### src/rtl/fetch_unit.sv
// Instruction fetch stage: drives the instruction-memory request, buffers one
// word across decode stalls and discards in-flight fetches on redirects.
module fetch_unit #(
  parameter logic [31:0] RESET_PC = 32'h0000_0000
) (
  input  logic        clk,
  input  logic        rst_n,
  input  logic [1:0]  pcsrc,
  input  logic [31:0] branch_target,
  input  logic [31:0] jump_target,
  input  logic        stall,
  output logic        imem_req,
  output logic [31:0] imem_addr,
  input  logic        imem_ack,
  input  logic [31:0] imem_rdata,
  output logic [31:0] if_id_instr,
  output logic [31:0] if_id_pc4,
  output logic        if_id_valid
);

  typedef enum logic [1:0] {
    FETCH = 2'd0,
    HOLD  = 2'd1,
    DRAIN = 2'd2
  } state_t;

  state_t      state_r, state_s;
  logic [31:0] pc_r, pc_s;
  logic        req_r, req_s;
  logic [31:0] buf_instr_r, buf_instr_s;
  logic [31:0] buf_pc4_r, buf_pc4_s;
  logic [31:0] tgt_r, tgt_s;
  logic [31:0] instr_r, instr_s;
  logic [31:0] pc4_r, pc4_s;
  logic        valid_r, valid_s;

  logic        ack_s;
  logic        redirect_s;
  logic [31:0] target_s;
  logic [31:0] pc_plus4_s;

  assign imem_req    = req_r;
  assign imem_addr   = pc_r;
  assign if_id_instr = instr_r;
  assign if_id_pc4   = pc4_r;
  assign if_id_valid = valid_r;

  // Next-state and next-value logic for the whole fetch stage
  always_comb begin
    state_s     = state_r;
    pc_s        = pc_r;
    req_s       = req_r;
    buf_instr_s = buf_instr_r;
    buf_pc4_s   = buf_pc4_r;
    tgt_s       = tgt_r;
    instr_s     = instr_r;
    pc4_s       = pc4_r;
    valid_s     = valid_r;

    ack_s      = imem_ack & req_r;
    redirect_s = (pcsrc != 2'b00) & valid_r & ~stall;
    target_s   = pcsrc[1] ? {jump_target[31:2], 2'b00} : {branch_target[31:2], 2'b00};
    pc_plus4_s = pc_r + 32'd4;

    case (state_r)
      FETCH: begin
        if (redirect_s) begin
          valid_s = 1'b0;
          // The outstanding request must complete at its old address first.
          if (req_r && !ack_s) begin
            tgt_s   = target_s;
            state_s = DRAIN;
          end else begin
            pc_s  = target_s;
            req_s = 1'b1;
          end
        end else if (!req_r) begin
          req_s = 1'b1;
        end else if (ack_s) begin
          pc_s = pc_plus4_s;
          if (stall) begin
            buf_instr_s = imem_rdata;
            buf_pc4_s   = pc_plus4_s;
            req_s       = 1'b0;
            state_s     = HOLD;
          end else begin
            instr_s = imem_rdata;
            pc4_s   = pc_plus4_s;
            valid_s = 1'b1;
          end
        end else begin
          // Decode consumed the word with nothing new arriving: insert a bubble.
          valid_s = stall ? valid_r : 1'b0;
        end
      end
      HOLD: begin
        if (redirect_s) begin
          pc_s        = target_s;
          valid_s     = 1'b0;
          req_s       = 1'b1;
          buf_instr_s = 32'h0000_0000;
          buf_pc4_s   = 32'h0000_0000;
          state_s     = FETCH;
        end else if (!stall) begin
          instr_s = buf_instr_r;
          pc4_s   = buf_pc4_r;
          valid_s = 1'b1;
          req_s   = 1'b1;
          state_s = FETCH;
        end else begin
          state_s = HOLD;
        end
      end
      DRAIN: begin
        if (ack_s) begin
          pc_s    = tgt_r;
          req_s   = 1'b1;
          state_s = FETCH;
        end else begin
          state_s = DRAIN;
        end
      end
      default: begin
        state_s = FETCH;
        req_s   = 1'b0;
        valid_s = 1'b0;
      end
    endcase
  end

  // State register with synchronous active-low reset
  always_ff @(posedge clk) begin
    if (!rst_n) begin
      state_r     <= FETCH;
      pc_r        <= RESET_PC;
      req_r       <= 1'b0;
      buf_instr_r <= 32'h0000_0000;
      buf_pc4_r   <= 32'h0000_0000;
      tgt_r       <= 32'h0000_0000;
      instr_r     <= 32'h0000_0000;
      pc4_r       <= 32'h0000_0000;
      valid_r     <= 1'b0;
    end else begin
      state_r     <= state_s;
      pc_r        <= pc_s;
      req_r       <= req_s;
      buf_instr_r <= buf_instr_s;
      buf_pc4_r   <= buf_pc4_s;
      tgt_r       <= tgt_s;
      instr_r     <= instr_s;
      pc4_r       <= pc4_s;
      valid_r     <= valid_s;
    end
  end

endmodule
### config.mk
export PLATFORM = sky130hd
export DESIGN_NAME = fetch_unit
export DESIGN_NICKNAME = d
export VERILOG_FILES = /design/src/rtl/fetch_unit.sv
export SDC_FILE = /design/constraint.sdc
export NUM_CORES = 1
export LEC_CHECK = 0
export ABC_CLOCK_PERIOD_IN_PS = 4210
export CAP_MARGIN = 20
export CORE_AREA = 2 2 179 181
export CTS_CLUSTER_DIAMETER = 120
export DETAILED_ROUTE_END_ITERATION = 10
export DIE_AREA = 0 0 181 183
export MAX_ROUTING_LAYER = met4
export SETUP_SLACK_MARGIN = 0.02
export SYNTH_ARGS = -nofsm -noshare
export SYNTH_HDL_FRONTEND = slang
export SYNTH_SLANG_ARGS = --single-unit
### constraint.sdc
create_clock -name clk -period 4.21 [get_ports clk]
set_clock_uncertainty 0.15 [all_clocks]
set_input_delay 0.421 -clock clk [delete_from_list [all_inputs] [get_ports clk]]
set_output_delay 0.421 -clock clk [all_outputs]
set_load 0.1 [all_outputs]
==> impl_metrics.yaml, run 1 <==
run_status:
  outcome: "finished, final reports clean"
global_routing:
  grt_pass1_vias: 8319
  grt_usage_pct: 18.1
  grt_first_pass_wirelength_mm: 46.4
  grt_max_degree: 67
  grt_overflow: 0
  antenna_found_initial: 0
synth:
  yosysUniqueCellTypes: 58
  synthCells: 1097
  synth_flop_cell: "dfxtp_1"
  ys_ff_latch: 190
  synthAdderAreaFrac_pct: 0.678
  synth_compound_area_share_pct: 23.7
  synth_xor_area_share_pct: 2.09
  ys_warn_count: 0
  synth_top_family_by_area: "compound AO/OA/AOI/OAI gates"
  ys_seq_area_share_pct: 41.2
  synth_area_um2: 9230
  async_flop_share_pct: 0
  synth.avg_cell_area_um2: 8.41
  synth-simple-area-share_pct: 18.6
  synth-edff-count: 0
  muxShareOfSynthArea_pct: 8.72
cts:
  cts_tree: "built"
  clockBufferDepth: 2
  numCtsBuffers: 17
  cts_setup_buffers: 0
  insertion_delay_ns: 0.44
  clkTransAtPathRegs_ns: 0.07
  cts_resized: 0
  htree_num_levels: 4
  cts_sinks: 190
  ctsRootBufferMaster: "clkbuf_16"
  cts_hold_buf: 0
setup_path:
  critPathArrivalTime_ns: 3.13
  critPathCaptureType: "flip-flop"
  cp.required_ns: 4.36
  critPathLaunchType: "flip-flop"
  crit_path_max_fanout: 34
  crit_type: "reg -> reg"
pwr:
  leakagePower_nw: 4.02
  p_per_area_nw_per_um2: 384
  peakVddDrop_v: 0.000228
route:
  dr.pass1.iters: 5
  route.detailed.drc: 0
  wl_per_cell_um: 18.0
  num_vias: 8750
  antenna_left: 0
  routed_wl_mm: 29.5
  drtIter0Drc: 632
  vias_per_cell: 5.34
finish:
  final_cells: 1640
  drive_gt1_share_pct: 6.38
  nets: 1332
  final_core_util_pct: 38.5
  syn_to_final_growth_pct: 30.3
  diodes: 0
  final_area_um2: 12000
place:
  placed_cells: 1608
  portBuffers: 193
  dp_hpwl_mm: 20.0
  pre_cts_ws_ns: 1.18
  placed_area_um2: 11400
  globalplace.congestion: 0.857
timing:
  hold_viol_final: 0
  fin_crit_sh_pct: 70.9
  fin_crit_ns: 2.99
  setup_viol: 0
  rsz0062_at_grt: "no"
  fin_tns_setup_ns: 0
  slew_headroom_pct: 22.5
  finalMaxSlewViolations: 0
  worst_slack_ns: 1.22
  worstMarginPinSlew_ns: 1.15
  fmaxAchievable_mhz: 335
floorplanning:
  die_h_um: 183
  dieWidth_um: 181
  io_pins: 200
  start_util_pct: 29.5
  die-area_um2: 33100
  rows: 65
  core_area_um2: 31200
job:
  maxCapViolations: 0
min_path:
  hp-class: "reg -> reg"
[flip-flops by register name, summed over array words and instances (netlist names), 2 cells and up]
register	cells
tgt_r	30
buf_pc4_r	31
state_r	2
if_id_instr	32
buf_instr_r	32
imem_addr	30
if_id_pc4	31
[cells in the mapped netlist (7+ instances only)]
cell type | number | area (um^2)
a211oi_1 | 58 | 435
a21oi_1 | 57 | 285
a22oi_1 | 49 | 368
a31oi_1 | 10 | 62.6
and3_1 | 10 | 62.6
buf_1 | 10 | 37.5
clkbuf_1 | 88 | 330
dfxtp_1 | 190 | 3800
inv_1 | 8 | 30.0
mux2_2 | 11 | 124
mux2i_1 | 68 | 681
nand2_1 | 75 | 282
nand2b_1 | 10 | 62.6
nand3_1 | 51 | 255
nand4_1 | 21 | 131
nor2_1 | 137 | 514
nor3_1 | 16 | 80.1
nor4_1 | 20 | 125
o21ai_0 | 54 | 270
o221ai_1 | 7 | 61.3
o22ai_1 | 12 | 75.1
o2bb2ai_1 | 12 | 105
o31a_1 | 11 | 96.3
o31ai_1 | 13 | 97.6
xnor2_1 | 10 | 87.6
xor2_1 | 12 | 105
[final timing paths]
| kind | slack [ns] | depth (start not counted) | start | endpoint |
|---|---|---|---|---|
| max | 1.22 | 6 | state_r[0]$_SDFFE_PN0P_ | imem_addr[12]$_SDFFE_PN0P_ |
| min | 0.31 | 2 | if_id_pc4[5]$_SDFFE_PN0P_ | if_id_pc4[5]$_SDFFE_PN0P_ |
| max reg2reg | 1.22 | 6 | state_r[0]$_SDFFE_PN0P_ | imem_addr[12]$_SDFFE_PN0P_ |
| min reg2reg | 0.31 | 2 | if_id_pc4[5]$_SDFFE_PN0P_ | if_id_pc4[5]$_SDFFE_PN0P_ |
[layout by cell type (no fill, tap or decap), types with 6 or more instances in the layout]
cell type,n
nand3_1,51
a21oi_1,57
and3_1,10
o221ai_1,7
mux2_2,11
o31ai_1,13
a31oi_1,10
xor2_1,12
nor2_1,137
o22ai_1,12
nor3_1,15
nand2_1,75
a211oi_1,57
nor4_1,19
o31a_1,11
clkbuf_16,17
a32o_1,6
or3_1,6
buf_4,21
a22oi_1,49
mux2i_1,68
nand4_1,21
o21a_1,6
clkdlybuf4s50_1,191
o2bb2ai_1,12
xnor2_1,10
o21ai_0,53
nand2b_1,10
inv_1,8
dfxtp_1,190
[power breakdown]
| part | leakage [nW] | total [W] | switching [W] | internal [W] |
|---|---|---|---|---|
| Clock | 0.273 | 0.00161 | 0.000814 | 0.000794 |
| Sequential | 1.54 | 0.00194 | 0.0000750 | 0.00186 |
| Combinational | 2.21 | 0.00107 | 0.000748 | 0.000322 |
| Total | 4.02 | 0.00461 | 0.00164 | 0.00298 |
[per-layer routing]
layer,global-route usage (%),part of all wire (%),vias up
li1,-,-,4298
met1,22.0,44,4151
met2,28.7,46,275
met3,6.53,8.4,26
met4,4.13,1.6,0
met5,-,0,-
[through the flow]
step,hold slack (ns),power (W)
global placement,0.288,0.00304
global route,0.322,0.00481
detailed placement,0.297,0.00305
floorplan,0.274,0.00270
finish,0.307,0.00461
CTS,0.295,0.00466
[worst max-delay path: stages, from the launching register on]
cell,delay [ns]
dfxtp_1,0.40
inv_1,0.10
ha_1,0.73
nor3_1,0.95
a32oi_1,0.22
a21oi_1,0.22
nor3_1,0.06
[area by class of cell]
cell class	count	area [um^2]
Timing Repair Buffer	215	2100
Multi-Input combinational cell	792	5000
Tap cell	402	503
Clock buffer	18	429
Inverter	9	36.3
Clock inverter	14	149
Fill cell	3194	19200
Sequential cell	190	3800
[cells by family after synthesis]
group,count (synthesis)
AND/OR/NAND/NOR,363
AO/OA/AOI/OAI,321
flip-flops,190
buffers and inverters,116
multiplexers,79
XOR/XNOR,22
adder cells (fa/ha/maj),5
other,1
Power figures use the tool's default switching activity.
==> run 2, diff against run 1 <==
--- a/config.mk
+++ b/config.mk
@@ -5,7 +5,7 @@
 export SDC_FILE = /design/constraint.sdc
 export NUM_CORES = 1
 export LEC_CHECK = 0
-export ABC_CLOCK_PERIOD_IN_PS = 4210
+export ABC_CLOCK_PERIOD_IN_PS = 3050
 export CAP_MARGIN = 20
 export CORE_AREA = 2 2 179 181
 export CTS_CLUSTER_DIAMETER = 120
==> constraint.sdc (replaced) <==
create_clock -name clk -period 3.05 [get_ports clk]
set_clock_uncertainty 0.15 [all_clocks]
set_input_delay 0.305 -clock clk [delete_from_list [all_inputs] [get_ports clk]]
set_output_delay 0.305 -clock clk [all_outputs]
set_load 0.1 [all_outputs]
==> impl_metrics.yaml, run 2 (synthesis results as in run 1) <==
timing:
  setup_viol: 0
  fmaxAchievable_mhz: 375
  fin_crit_ns: 2.67
  worstMarginPinSlew_ns: 0.862
  slew_headroom_pct: 42.1
  finalMaxSlewViolations: 0
  fin_tns_setup_ns: 0
  rsz0062_at_grt: "no"
  worst_slack_ns: 0.383
  fin_crit_sh_pct: 87.4
  hold_viol_final: 0
finish:
  final_core_util_pct: 38.4
  final_cell_mix: "dfxtp_1 (187), nor2_1 (137), buf_4 (135)"
  nets: 1352
  syn_to_final_growth_pct: 29.9
  drive_gt1_share_pct: 15.8
  diodes: 0
  layout.cells.most_common: "dfxtp_1"
global_routing:
  grt_max_degree: 87
  grt_overflow: 0
  grt_first_pass_wirelength_mm: 47.5
  grt_pass1_vias: 8676
  grt_usage_pct: 18.6
  antenna_found_initial: 0
cts:
  clkTransAtPathRegs_ns: 0.08
  cts_resized: 0
  htree_num_levels: 4
  cts_hold_buf: 0
  ctsRootBufferMaster: "clkbuf_16"
  cts_setup_buffers: 0
  insertion_delay_ns: 0.44
  numCtsBuffers: 17
  cts_tree: "built"
  clockBufferDepth: 2
  cts_sinks: 190
place:
  pre_cts_ws_ns: 0.306
  globalplace.congestion: 0.849
  portBuffers: 193
  dp_hpwl_mm: 20.5
pwr:
  leakagePower_nw: 4.34
  peakVddDrop_v: 0.000361
  p_per_area_nw_per_um2: 540
  total_power_w: 0.00647
setup_path:
  critPathArrivalTime_ns: 2.87
  crit_type: "reg -> reg"
  crit_path_max_fanout: 55
  r2r_cells: 8
  reg2reg_slack_ns: 0.38
  critPathLaunchType: "flip-flop"
  r2r_start: "state_r[1]$_SDFFE_PN0P_"
  timing.rr.end: "if_id_instr[25]$_SDFFE_PN0P_"
  cp.required_ns: 3.25
  critPathCaptureType: "flip-flop"
job:
  maxCapViolations: 0
route:
  antenna_left: 0
  num_vias: 8956
  wl_per_cell_um: 18.0
  dr.pass1.iters: 5
  drtIter0Drc: 578
  routed_wl_mm: 29.9
  vias_per_cell: 5.40
  route.detailed.drc: 0
floorplanning:
  rows: 65
  io_pins: 200
  start_util_pct: 29.5
  die_h_um: 183
  die-area_um2: 33100
  dieWidth_um: 181
  core_area_um2: 31200
min_path:
  hp-class: "in -> reg"
  worstHoldEndpoint: "if_id_pc4[15]$_SDFFE_PN0P_"
  hold_depth: 3
  min_from: "rst_n"
run_status:
  outcome: "finished, final reports clean"
## run 2: layout make-up
class	instances	area (um^2)
fill	3223	19200
multi-input combinational	792	5000
sequential	190	3810
timing repair buffer	235	2030
tap	402	503
clock buffer	20	467
clock inverter	12	131
inverter	9	36.3
## run 2: how the worst max path moves through the flow
stage                                   start                            to  slack [ns]
floorplan           imem_addr[5]$_SDFFE_PN0P_    imem_addr[30]$_SDFFE_PN0P_        0.05
global route          state_r[0]$_SDFFE_PN0P_   if_id_instr[0]$_SDFFE_PN0P_        0.15
CTS                   state_r[0]$_SDFFE_PN0P_  if_id_instr[25]$_SDFFE_PN0P_        0.40
detailed placement                      stall    imem_addr[18]$_SDFFE_PN0P_        0.31
global placement                        stall    imem_addr[18]$_SDFFE_PN0P_        0.24
finish                state_r[1]$_SDFFE_PN0P_  if_id_instr[25]$_SDFFE_PN0P_        0.38
## run 2: stage by stage
stage               cell area [um^2]  std cells  hold slack, ns
global route                   12000       1660           0.210
finish                         12000       1660           0.190
CTS                            12000       1660           0.180
floorplan                       9230       1098           0.274
global placement               11400       1628           0.288
detailed placement             11400       1628           0.296
## run 2: power by group
group	leakage [nW]	switching [W]	internal (W)
combinational	2.51	0.00104	0.000446
clock	0.297	0.00103	0.00128
sequential	1.54	0.000100	0.00257
## run 2: per-layer routing
metal	routed length, um	up-vias	global-route usage [%]
met1	12900	4303	22.6
met2	14100	291	29.9
met4	462	0	4.55
li1	-	4335	-
met5	0	-	-
met3	2440	27	5.88
## run 2: critical path, cell delays in order (launching register included)
cell	delay [ns]
dfxtp_1	0.33
inv_1	0.13
ha_1	0.43
nand3_1	0.28
a211oi_4	0.30
buf_12	0.27
buf_4	0.34
nor2_1	0.07
a211oi_1	0.21
